File: config.mk
export PLATFORM = sky130hd
export DESIGN_NAME = disp_scan_ctrl
export DESIGN_NICKNAME = d
export VERILOG_FILES = /design/src/rtl/disp_scan_ctrl.sv
export SDC_FILE = /design/constraint.sdc
export NUM_CORES = 1
export LEC_CHECK = 0
export CORE_MARGIN = 3
export CORE_UTILIZATION = 34
export DETAILED_ROUTE_END_ITERATION = 8
export PLACE_DENSITY_LB_ADDON = 0.1
export SLEW_MARGIN = 30
export SYNTH_ARGS = -nofsm -noshare
export SYNTH_HDL_FRONTEND = slang
export SYNTH_SLANG_ARGS = --single-unit
File: constraint.sdc
create_clock -name clk -period 4.73 [get_ports clk]
set_input_delay 1.1825 -clock clk [delete_from_list [all_inputs] [get_ports clk]]
set_output_delay 1.1825 -clock clk [all_outputs]
set_load 0.01 [all_outputs]
File: src/rtl/disp_scan_ctrl.sv
// Four-digit seven-segment scan controller with double-buffered display word and anode-off guard.
// Outputs registered one cycle after cnt/idx state; no backpressure (load is a free-running strobe).
module disp_scan_ctrl #(
   parameter int SCAN_DIV = 50000,
   parameter int GUARD    = 16
) (
   input  logic        clk,
   input  logic        rst,
   input  logic        en,
   input  logic        load,
   input  logic [15:0] data,
   input  logic [3:0]  dp,
   input  logic [3:0]  dig_en,
   output logic [3:0]  AN,
   output logic [3:0]  HEX,
   output logic        POINT,
   output logic        LE,
   output logic        frame_done
);
   localparam int CW = (SCAN_DIV > 1) ? $clog2(SCAN_DIV) : 1;
   localparam logic [CW-1:0] CNT_LAST  = CW'(SCAN_DIV - 1);
   localparam logic [CW-1:0] CNT_GUARD = CW'(GUARD);

   typedef struct packed {
      logic [15:0] data;
      logic [3:0]  dp;
      logic [3:0]  dig_en;
   } disp_word_t;

   logic [CW-1:0] cnt_q, cnt_d;
   logic [1:0]    idx_q, idx_d;
   disp_word_t    pend_q, pend_d, act_q, act_d, load_word;
   logic          tick, frame_end, blank;
   logic [3:0]    an_q, an_d, hex_q, hex_d;
   logic          point_q, point_d, le_q, le_d, fd_q, fd_d;

   always_comb begin
      load_word.data   = data;
      load_word.dp     = dp;
      load_word.dig_en = dig_en;

      tick      = en && (cnt_q == CNT_LAST);
      frame_end = tick && (idx_q == 2'd3);

      cnt_d = cnt_q;
      idx_d = idx_q;
      if (!en) begin
         cnt_d = '0;
         idx_d = 2'd0;
      end else if (tick) begin
         cnt_d = '0;
         idx_d = idx_q + 2'd1;
      end else begin
         cnt_d = cnt_q + CW'(1);
      end

      // A load on the commit edge goes straight through to the active word.
      pend_d = load ? load_word : pend_q;
      act_d  = (frame_end || !en) ? pend_d : act_q;

      blank   = !en || (cnt_q < CNT_GUARD) || !act_q.dig_en[idx_q];
      hex_d   = act_q.data[{idx_q, 2'b00} +: 4];
      point_d = act_q.dp[idx_q];
      an_d    = blank ? 4'b1111 : ~(4'b0001 << idx_q);
      le_d    = blank;
      fd_d    = frame_end;
   end

   always_ff @(posedge clk) begin
      if (rst) begin
         cnt_q   <= '0;
         idx_q   <= 2'd0;
         pend_q  <= '0;
         act_q   <= '0;
         an_q    <= 4'b1111;
         hex_q   <= 4'd0;
         point_q <= 1'b0;
         le_q    <= 1'b1;
         fd_q    <= 1'b0;
      end else begin
         cnt_q   <= cnt_d;
         idx_q   <= idx_d;
         pend_q  <= pend_d;
         act_q   <= act_d;
         an_q    <= an_d;
         hex_q   <= hex_d;
         point_q <= point_d;
         le_q    <= le_d;
         fd_q    <= fd_d;
      end
   end

   assign AN         = an_q;
   assign HEX        = hex_q;
   assign POINT      = point_q;
   assign LE         = le_q;
   assign frame_done = fd_q;

endmodule
=== After elaboration in Yosys (flattened, before gate mapping) ===
Index checks and enable logic that the tools add are counted.

* Mux-type cells: 5
* Reductions and logical operators: 10
* $lt $le $gt $ge: 2
* Bitwise logic cells: 2
* Equal/unequal tests: 2
* Shift-type cells: 2
* Add/sub/neg operators: 2

{| class="wikitable"
|+ Operator list
! cell !! count
|-
| $mux W24 || 1
|-
| $add A16 B1 Y16 const B || 1
|-
| $eq A16 B16 Y1 const B || 1
|-
| $lt A16 B5 Y1 const B || 1
|-
| $shiftx A16 B5 Y4 || 1
|-
| $bmux W1 S2 || 2
|-
| $not A4 Y4 || 1
|-
| $reduce_or A2 Y1 || 2
|-
| $shl A1 B2 Y4 const A || 1
|-
| $logic_or A1 B1 Y1 || 3
|-
| $lt A2 B3 Y1 const B || 1
|-
| $reduce_or A3 Y1 || 1
|-
| $add A2 B1 Y2 const B || 1
|-
| $eq A2 B2 Y1 const B || 1
|-
| $logic_and A1 B1 Y1 || 2
|-
| $logic_not A1 Y1 || 2
|-
| $mux W1 || 2
|-
| $not A1 Y1 || 1
|}

* Input port bits: 28
* Flip-flop bits (word level): 77

=== Depth between registers and ports, before layout ===
* Depth after elaboration: 5
* Depth in mapped cells: 6
* Depth with buffers taken out: 5

=== Worst setup path after synthesis ===
OpenSTA, ideal clock, no wires.

* Path kind: input port to flip-flop
* From: input port en
* To: register cnt_q[10]
* Arrival time: 2.256 ns
* Library setup time: 0.115 ns
* Stages on the path: 5
* Path slack: 2.359 ns
* Path through: nand2_1 > or4_4 > o21ai_1 > buf_6 > nor2_1

* Cells in the longest elaborated chain, start to end: 2
* Elaborated cells on any way between the ends: 3
* Classes of those cells: 1 x bitwise; 2 x reduce/logical

{| class="wikitable"
|+ RTL lines
! element !! RTL line !! RTL
|-
| from (decl) || 9 || <nowiki>input logic en,</nowiki>
|-
| $logic_and A1 B1 Y1 / $not A1 Y1 (equally long branches) || -- ||
|-
| $reduce_or A3 Y1 (no source line) * || -- ||
|-
| to (signal assigned) || 81 || <nowiki>cnt_q <= cnt_d;</nowiki>
|-
| to (decl) || 30 || <nowiki>logic [CW-1:0] cnt_q, cnt_d;</nowiki>
|}

Mark *: on every way between the ends. The rest lies on a longest branch, timed or not.
A chain may end at the register's enable or synchronous reset.

=== Worst setup path after layout ===
* From: input port en
* To: register act_q[2] (netlist name)

* Cells in the longest elaborated chain, start to end: 3
* Elaborated cells on any way between the ends: 4
* Classes of those cells: 4 x reduce/logical

{| class="wikitable"
|+ RTL lines
! element !! RTL line !! RTL
|-
| $logic_and A1 B1 Y1 || 42 || <nowiki>tick = en && (cnt_q == CNT_LAST);</nowiki>
|-
| $logic_and A1 B1 Y1 || 43 || <nowiki>frame_end = tick && (idx_q == 2'd3);</nowiki>
|-
| $logic_or A1 B1 Y1 * || 59 || <nowiki>act_d = (frame_end || !en) ? pend_d : act_q;</nowiki>
|-
| to (signal assigned) || 84 || <nowiki>act_q <= act_d;</nowiki>
|-
| to (decl) || 32 || <nowiki>disp_word_t pend_q, pend_d, act_q, act_d, load_word;</nowiki>
|}

Marks and branches as above.

==> key figures <==
Run status
  • Outcome: completed

Drt
  • Routed wire per std cell: 13.79 µm
  • Remaining antenna violation count: 0
  • Vias/cell: 4.851
  • Pre-antenna DRT Iters: 6
  • Routed WL: 5749 µm
  • DRC: 0
  • Number of DRC markers in iteration 0: 59
  • Via count: 2023

Global route
  • GR Overflow Total: 0
  • Initial antenna violation count: 0
  • Tot GR Track Use: 12.55%
  • Vias in the first global route: 2041
  • Largest net degree at the start of global routing: 33
  • First-pass GRT wire length: 9763 µm

Floorplanning
  • Initial core utilization: 35.23%
  • Die height: 98.74 µm
  • Core area: 8299 µm²
  • Die width: 98.74 µm
  • Full die area: 9749 µm²
  • Boundary Pins: 39
  • Std-Cell Rows: 33

STA
  • Unrepaired setup endpoints after global routing: no
  • Clock skew: 0.006618 ns
  • Final Hold Viols: 0
  • Final setup viols: 0
  • Hold WS: 0.4765 ns
  • Worst slew pin tran: 0.6867 ns
  • Crit path time final: 2.937 ns
  • Fin Setup TNS: 0 ns
  • Fmax: 340.5 MHz
  • Final Max Tran Viols: 0
  • Relative slew slack: 53.80%
  • Final period util: 62.09%

Yosys
  • Synth Flop Type: dfxtp_1
  • Register area share after synthesis: 52.72%
  • Cell taking the most area after synthesis: dfxtp_1
  • Synth Cell Area: 2924 µm²
  • Most frequent cell after synthesis: dfxtp_1
  • Post-synth EDFFs: 0
  • Most area-consuming cells after synthesis: dfxtp_1, mux2i_1, a22o_2
  • Yosys top cell area share: 52.72%
  • Post-synthesis cell count: 267
  • Library cells used by synthesis: 31
  • YS warnings: 0
  • Avg Inst Size Synth: 10.95 µm²
  • Asr flop ratio synth: 0%
  • Synth Net Count: 300
  • Synth Register Bits: 77
  • Post-synth top cells: dfxtp_1, nor2_1, mux2i_1

CTS
  • CTS resizes: 0
  • Cts hold-fix bufs: 0
  • Root buffer cell: clkbuf_8
  • Num CTS Buffers: 9
  • CTS clk-pin slew, worst paths: 0.08 ns
  • Clk buf depth: 2
  • H-tree depth: 3
  • Clock Sinks: 77
  • Later-pin clock latency in the skew report: 0.34 ns
  • Postcts setup bufs: 0
  • CTS tree: done

Power
  • Switching Share: 21.38%
  • LEAKAGE: 1.373 nW
  • Power share of the combinational group: 6.8%
  • Internal Power: 1.052 mW
  • Sequential Power Share: 51.0%
  • Total power: 1.338 mW
  • Maximum VDD drop: 0.1509 mV
  • Pwr/cell area: 368.1 nW/µm²
  • Clock power share: 42.2%
  • Psw: 286.1 µW

Critical path
  • Critical-path cell list: clkdlybuf4s50_1, nand2_1, or4_4, o31ai_4, buf_6, a22o_2
  • CP Data Arrival Time: 3.23 ns
  • Critical Path RT: 5.02 ns
  • Crit-path slowest cell: clkdlybuf4s50_1
  • Setup crit start kind: input port
  • Worst-path fanout max: 14
  • Slowest stage delay, CP: 0.57 ns
  • Crit Path Category: input port to flop
  • Kind of end point of the critical path: flop

Hold path
  • HP Class: flop to flop

Cells and area
  • Final cell count without fillers: 417
  • Layout cells sized above 1: 16.67%
  • # nets final: 340
  • Antenna diode count: 0
  • Cell area after layout: 3635 µm²
  • Synth-to-Final Area Change: 24.30%
  • Filler instances: 799

Placed design
  • Placed instance area: 3402 µm²
  • Port Buffers: 38
  • Placed cells: 401
  • RePlAce Congestion: 0.7997
  • Dpl hpwl: 3882 µm

Run
  • Max-Cap Viols: 0
[registers in the layout (all words and copies together), names as in the netlist]
signal,count
idx_q,2
AN,4
POINT,1
HEX,4
act_q,24
LE,1
cnt_q,16
pend_q,24
frame_done,1
[stage by stage]
step                      setup slack [ns]  util [%]
after floorplan                      2.359         -
after global placement               1.246     40.81
after detailed placement             1.431     40.99
after CTS                            1.800     43.80
after global routing                 1.730     43.80
final                                1.793     43.80
[cells by family after synthesis]
family,synth area share (%)
AND/OR/NAND/NOR,14.08
flip-flops,52.72
AO/OA/AOI/OAI,10.65
multiplexers,12.84
buffers and inverters,3.680
XOR/XNOR,3.894
adder cells (fa/ha/maj),2.139
[final cells by class]
type                       instances  area [µm²]  area share, %
multi-input combinational        169        1285          35.35
sequential                        77        1541          42.41
timing repair buffer              42       414.1          11.39
clock inverter                     5       81.33          2.238
clock buffer                      11       151.4          4.165
inverter                           8       30.03         0.8262
tap                              105       131.4          3.614
[layer usage]
| metal | global-route usage [%] | up-vias | wire (µm) |
|---|---|---|---|
| li1 | - | 1032 | - |
| met2 | 19.03 | 40 | 2550 |
| met3 | 4.459 | 8 | 294 |
| met5 | 0 | - | 0 |
| met4 | 4.937 | 0 | 71 |
| met1 | 16.39 | 943 | 2833 |
[final timing paths]
check | start | endpoint | slack (ns) | depth (start not counted)
worst max register to register | cnt_q[0] | act_q[2] | 2.44 | 6
worst min-delay path | cnt_q[0] | cnt_q[0] | 0.48 | 1
worst min register to register | cnt_q[0] | cnt_q[0] | 0.48 | 1
worst max-delay path | en | act_q[2] | 1.79 | 6
[power by group through the flow]
stage | sequential, mW | combinational [mW] | clock [mW]
4_1_cts | 0.683 | 0.0921 | 0.588
5_1_grt | 0.686 | 0.0999 | 0.612
3_3_place_gp | 0.698 | 0.0896 | 0
3_5_place_dp | 0.698 | 0.0915 | 0
2_1_floorplan | 0.696 | 0.0544 | 0
6_report | 0.683 | 0.0903 | 0.565
[worst max-delay path: cells and delay by family]
| kind | cells | cell delay (ns) |
|---|---|---|
| AND/OR/NAND/NOR | 2 | 0.58 |
| buffers and inverters | 2 | 0.82 |
| AO/OA/AOI/OAI | 2 | 0.64 |
[cell usage in the layout (no fill, tap or decap)]
master	count
inv_6	1
or4_1	2
o21ai_2	1
or4_4	1
xor2_1	2
buf_4	3
o21ai_0	2
clkdlybuf4s50_1	38
nor4_1	8
nor2_1	42
a22o_2	20
buf_6	1
a31oi_2	1
dfxtp_1	77
nand4_1	5
nand3_1	6
and2_1	1
o31ai_4	1
clkinv_2	1
clkbuf_8	11
nand2_1	11
clkinvlp_4	1
o311a_1	1
inv_1	8
a21oi_1	3
nor2b_1	6
a31o_2	1
nor3_1	3
mux4_2	6
bufinv_16	2
nand2b_1	1
ha_1	5
a22o_1	4
xnor2_1	11
nand3_2	1
mux2i_1	24
Power figures use the tool's default switching activity.
==> RTL edit 1: new RTL, same settings <==
Put one more register stage on the output `HEX`, with the module's reset. The value now appears one clock later. The other outputs are not delayed to match.
--- a/src/rtl/disp_scan_ctrl.sv
+++ b/src/rtl/disp_scan_ctrl.sv
@@ -91,7 +91,13 @@
    end
 
    assign AN         = an_q;
-   assign HEX        = hex_q;
+   always_ff @(posedge clk) begin
+      if (rst) begin
+         HEX <= '0;
+      end else begin
+         HEX <= hex_q;
+      end
+   end
    assign POINT      = point_q;
    assign LE         = le_q;
    assign frame_done = fd_q;
Function: changed (Yosys sat finds a counterexample within 4 cycles, from zero or initial values and one cycle with rst high).
==> RTL edit 1 against the original RTL <==
- sequential cell count grew 4
- area after synthesis increased by 3.7%
- sequential power grew 5.0%
- cell area grew 3.3%
- power rose by 4.7%
- routed wire length down 0.80%
- first-iteration DRC count is 17% higher
- worst setup slack worse by 39 ps
- via count fell by 2.6%
- critical path type unchanged
- largest power group unchanged
- highest routed layer unchanged
==> RTL edit 1: results (changes against the original RTL) <==
Nets = 348 (was 340)
share of post-route cells with drive strength above 1 = 15.67% (was 16.67%)
largest cells by area after synthesis = dfxtp_1 53%, mux2i_1 7.9%, a22o_2 6.6% (was dfxtp_1 53%, mux2i_1 8.2%, a22o_2 6.8%)
syn_nets = 309 (was 300)
Comb pwr share = 6.4% (was 6.8%)
drt wl/cell = 13.45 microns (was 13.79 microns)
Critical-path top delay cell = nor4_1 (was clkdlybuf4s50_1)
Initial DRC Count = 69 (was 59)
Filler Cells Inserted = 817 (was 799)
drt first pass iters = 4 (was 6)
first-pass GRT wire length = 9708 microns (was 9763 microns)
Regs by FF count = act_q (24), pend_q (24), cnt_q (16) (unchanged)
slowest stage delay, CP = 580 ps
GP Congestion = 0.7760 (was 0.7997)
CP top delay family = compound AO/OA/AOI/OAI gates (was buffers and inverters)
worst skew pair latency = 330 ps
status = finished clean (unchanged)
DP Area = 3501 sq um (was 3402 sq um)
final hold slack = 438.6 ps (was 476.5 ps)
Worst Clk Skew = 6.331 ps (was 6.618 ps)
CP max FO = 24 (was 14)
number of vias per cell = 4.646 (was 4.851)
CTS clk-pin slew, worst paths = 80 ps (about the same)
clock group share of total power = 42.4% (was 42.2%)
Data arrival, critical path = 3200 ps (was 3230 ps)
Leak Pwr = 1.420 nW (was 1.373 nW)
top post-synthesis cells by count = 81 x dfxtp_1, 42 x nor2_1, 24 x mux2i_1 (was 77 x dfxtp_1, 42 x nor2_1, 24 x mux2i_1)
initial antenna violation count = 0 (unchanged)
Max-slew headroom = 49.94% (was 53.80%)
gr usage total = 12.35% (was 12.55%)
Seq/Total Area, Yosys = 53.47% (was 52.72%)
largest net degree at the start of global routing = 36 (was 33)
hpwl dp = 3819 microns (was 3882 microns)
Antenna diodes = 0 (unchanged)
VDD IR max = 206.8 uV (was 150.9 uV)
[RTL edit 1: worst paths after layout]
path,startpoint,to,depth (start not counted)
max,en,act_q[3]$_SDFFE_PP0P_,5
max reg2reg,cnt_q[0]$_SDFF_PP0_,act_q[3]$_SDFFE_PP0P_,5
min,hex_q[2]$_SDFF_PP0_,HEX[2]$_SDFF_PP0_,1
min reg2reg,hex_q[2]$_SDFF_PP0_,HEX[2]$_SDFF_PP0_,1
[RTL edit 1: cells by family after synthesis]
| logic type | Yosys count | synth area share, % |
|---|---|---|
| AOI/OAI and AO/OA | 34 | 10.27 |
| xor gates and xnor gates | 13 | 3.754 |
| adders and majority gates | 5 | 2.063 |
| buffers and inverters | 22 | 3.671 |
| DFF | 81 | 53.47 |
| muxes | 30 | 12.38 |
| and+or+nand+nor | 91 | 14.40 |
[RTL edit 1: area by class of cell]
class,instances,share of cell area [%]
Clock buffer,10,3.667
Tap cell,105,3.500
Sequential cell,81,43.20
Timing Repair Buffer,42,11.03
Inverter,8,0.8000
Clock inverter,5,2.767
Multi-Input combinational cell,173,35.03
[RTL edit 1: per-stage QoR]
step / cells / util (%) / power, W / worst slack, ps
after floorplan: 276 / - / 0.0007864 / 2359
after global placement: 408 / 41.46 / 0.0008226 / 1290
after detailed placement: 408 / 41.56 / 0.0008238 / 1252
after CTS: 423 / 44.43 / 0.001425 / 1615
after global routing: 424 / 44.56 / 0.001474 / 1676
final: 424 / 44.56 / 0.001401 / 1754
[RTL edit 1: per-layer routing]
layer | vias up | part of all wire (%) | track usage [%]
met5 | - | 0 | 0
met4 | 0 | 0.51 | 4.352
met3 | 2 | 4.7 | 4.587
met2 | 33 | 45 | 18.35
met1 | 884 | 49 | 16.49
li1 | 1051 | - | -
==> RTL edit 2: new RTL, same settings <==
Without the edit above. `SCAN_DIV`: 50000 -> 25000.
--- a/src/rtl/disp_scan_ctrl.sv
+++ b/src/rtl/disp_scan_ctrl.sv
@@ -1,7 +1,7 @@
 // Four-digit seven-segment scan controller with double-buffered display word and anode-off guard.
 // Outputs registered one cycle after cnt/idx state; no backpressure (load is a free-running strobe).
 module disp_scan_ctrl #(
-   parameter int SCAN_DIV = 50000,
+   parameter int SCAN_DIV = 25000,
    parameter int GUARD    = 16
 ) (
    input  logic        clk,
Formal check against the unedited RTL: same outputs for any inputs over 10 cycles, from zero or initial values and one cycle with rst high; that may be too few to reach the edited logic, so the function may still have changed.
==> RTL edit 2 against the original RTL <==
- non-clock buffer count shrank 2
- routed wire length grew 4.5%
- worst setup slack gained 150 ps
- sequential cell count shrank 1
- area after synthesis grew 5.0%
- cell area grew 0.89%
- synthesized cell count grew 7.5%
- power shrank 7.8%
- critical path type unchanged
- clock power shrank 21%
==> RTL edit 2: results (changes against the original RTL) <==
drt first pass iters = 5 (was 6)
WL met2 = 2713 microns (was 2550 microns)
Seq/Total Area, Yosys = 49.53% (was 52.72%)
clk buf depth = 2 (unchanged)
slowest stage delay, CP = 980 ps (was 570 ps)
status = finished clean (unchanged)
CTS clk-pin slew, worst paths = 70 ps
Max-slew headroom = 47.22% (was 53.80%)
largest net degree at the start of global routing = 55 (was 33)
Initial DRC Count = 38 (was 59)
first-pass GRT wire length = 9984 microns (was 9763 microns)
Regs by FF count = act_q (24), pend_q (24), cnt_q (15) (was act_q (24), pend_q (24), cnt_q (16))
share of post-route cells with drive strength above 1 = 11.18% (was 16.67%)
Filler Cells Inserted = 865 (was 799)
H-tree depth = 3 (unchanged)
Worst Clk Skew = 6.829 ps (was 6.618 ps)
synth warn = 0 (unchanged)
syn_nets = 320 (was 300)
largest cells by area after synthesis = dfxtp_1 50%, mux2i_1 7.8%, nor2b_1 5.9% (was dfxtp_1 53%, mux2i_1 8.2%, a22o_2 6.8%)
VDD IR max = 111.0 uV (was 150.9 uV)
Data arrival, critical path = 3060 ps (was 3230 ps)
top post-synthesis cells by count = 76 x dfxtp_1, 44 x nor2_1, 29 x nor2b_1 (was 77 x dfxtp_1, 42 x nor2_1, 24 x mux2i_1)
Leak Pwr = 1.363 nW (was 1.373 nW)
GP Congestion = 0.7430 (was 0.7997)
post-synth cell types = 32 (was 31)
CP max FO = 26 (was 14)
vias in the first global route = 2019 (was 2041)
Nets = 352 (was 340)
Metal-1 WL = 2950 microns (was 2833 microns)
Setup WS pre-CTS = 1545 ps (was 1431 ps)
metal3 WL = 258 microns (was 294 microns)
vias = 2059 (was 2023)
hpwl dp = 3891 microns (was 3882 microns)
final wirelength = 6008 microns (was 5749 microns)
## RTL edit 2: changes by cell type in the layout (fill, tap and decap cells not counted), sizes merged, moves of 3 or more
cell,unedited run,this run
a221oi,0,24
a22o,24,0
nor2b,6,29
inv,9,6
nand2,11,14
or4,3,0
## RTL edit 2: power breakdown
group | internal [W] | total [W] | switching (W)
Sequential | 0.000669 | 0.000679 | 0.0000103
Clock | 0.000226 | 0.000447 | 0.000220
Combinational | 0.0000579 | 0.000108 | 0.0000503
Total | 0.000953 | 0.00123 | 0.000281
## RTL edit 2: final cells by class
cell class	instances	share of cell area, %
timing repair buffer	40	10.64
tap	108	3.685
multi-input combinational	186	38.79
sequential	76	41.49
clock inverter	2	0.2729
clock buffer	12	4.504
inverter	6	0.6141
## RTL edit 2: per-stage QoR
stage          power (W)  utilization [%]  instance area (sq um)  std cells
2_1_floorplan  0.0007619                -                   3072        287
3_3_place_gp   0.0008039            39.85                   3492        416
3_5_place_dp   0.0008043            39.85                   3492        416
4_1_cts         0.001255            41.85                   3667        430
5_1_grt         0.001294            41.85                   3667        430
6_report        0.001234            41.85                   3667        430
## RTL edit 2: worst register-to-register path, delay by kind of cell (launching register included)
kind | cells | cell delay (ps)
DFF | 1 | 360
AOI/OAI and AO/OA | 2 | 920
and+or+nand+nor | 2 | 460
adders and majority gates | 1 | 270
## RTL edit 2: final timing paths
path	start	end	slack, ps	cells past startpoint
min reg2reg	cnt_q[0]$_SDFF_PP0_	cnt_q[0]$_SDFF_PP0_	450	1
max reg2reg	cnt_q[0]$_SDFF_PP0_	act_q[2]$_SDFFE_PP0P_	2550	5
max	en	cnt_q[4]$_SDFF_PP0_	1940	4
min	cnt_q[0]$_SDFF_PP0_	cnt_q[0]$_SDFF_PP0_	450	1
## RTL edit 2: cell families (layout without fill, tap and decap cells)
family,count (synthesis),count (layout),share of synthesized area [%]
AO/OA/AOI/OAI,27,27,9.532
XOR/XNOR,13,13,3.707
adder cells (fa/ha/maj),5,5,2.037
flip-flops,76,76,49.53
buffers and inverters,25,60,4.154
AND/OR/NAND/NOR,111,111,18.82
multiplexers,30,30,12.22
## RTL edit 2: routing by layer
metal / global-route usage (%) / vias up
met2: 18.96 / 32
met1: 16.74 / 955
met5: 0 / -
met4: 5.828 / 0
met3: 2.907 / 9
li1: - / 1063
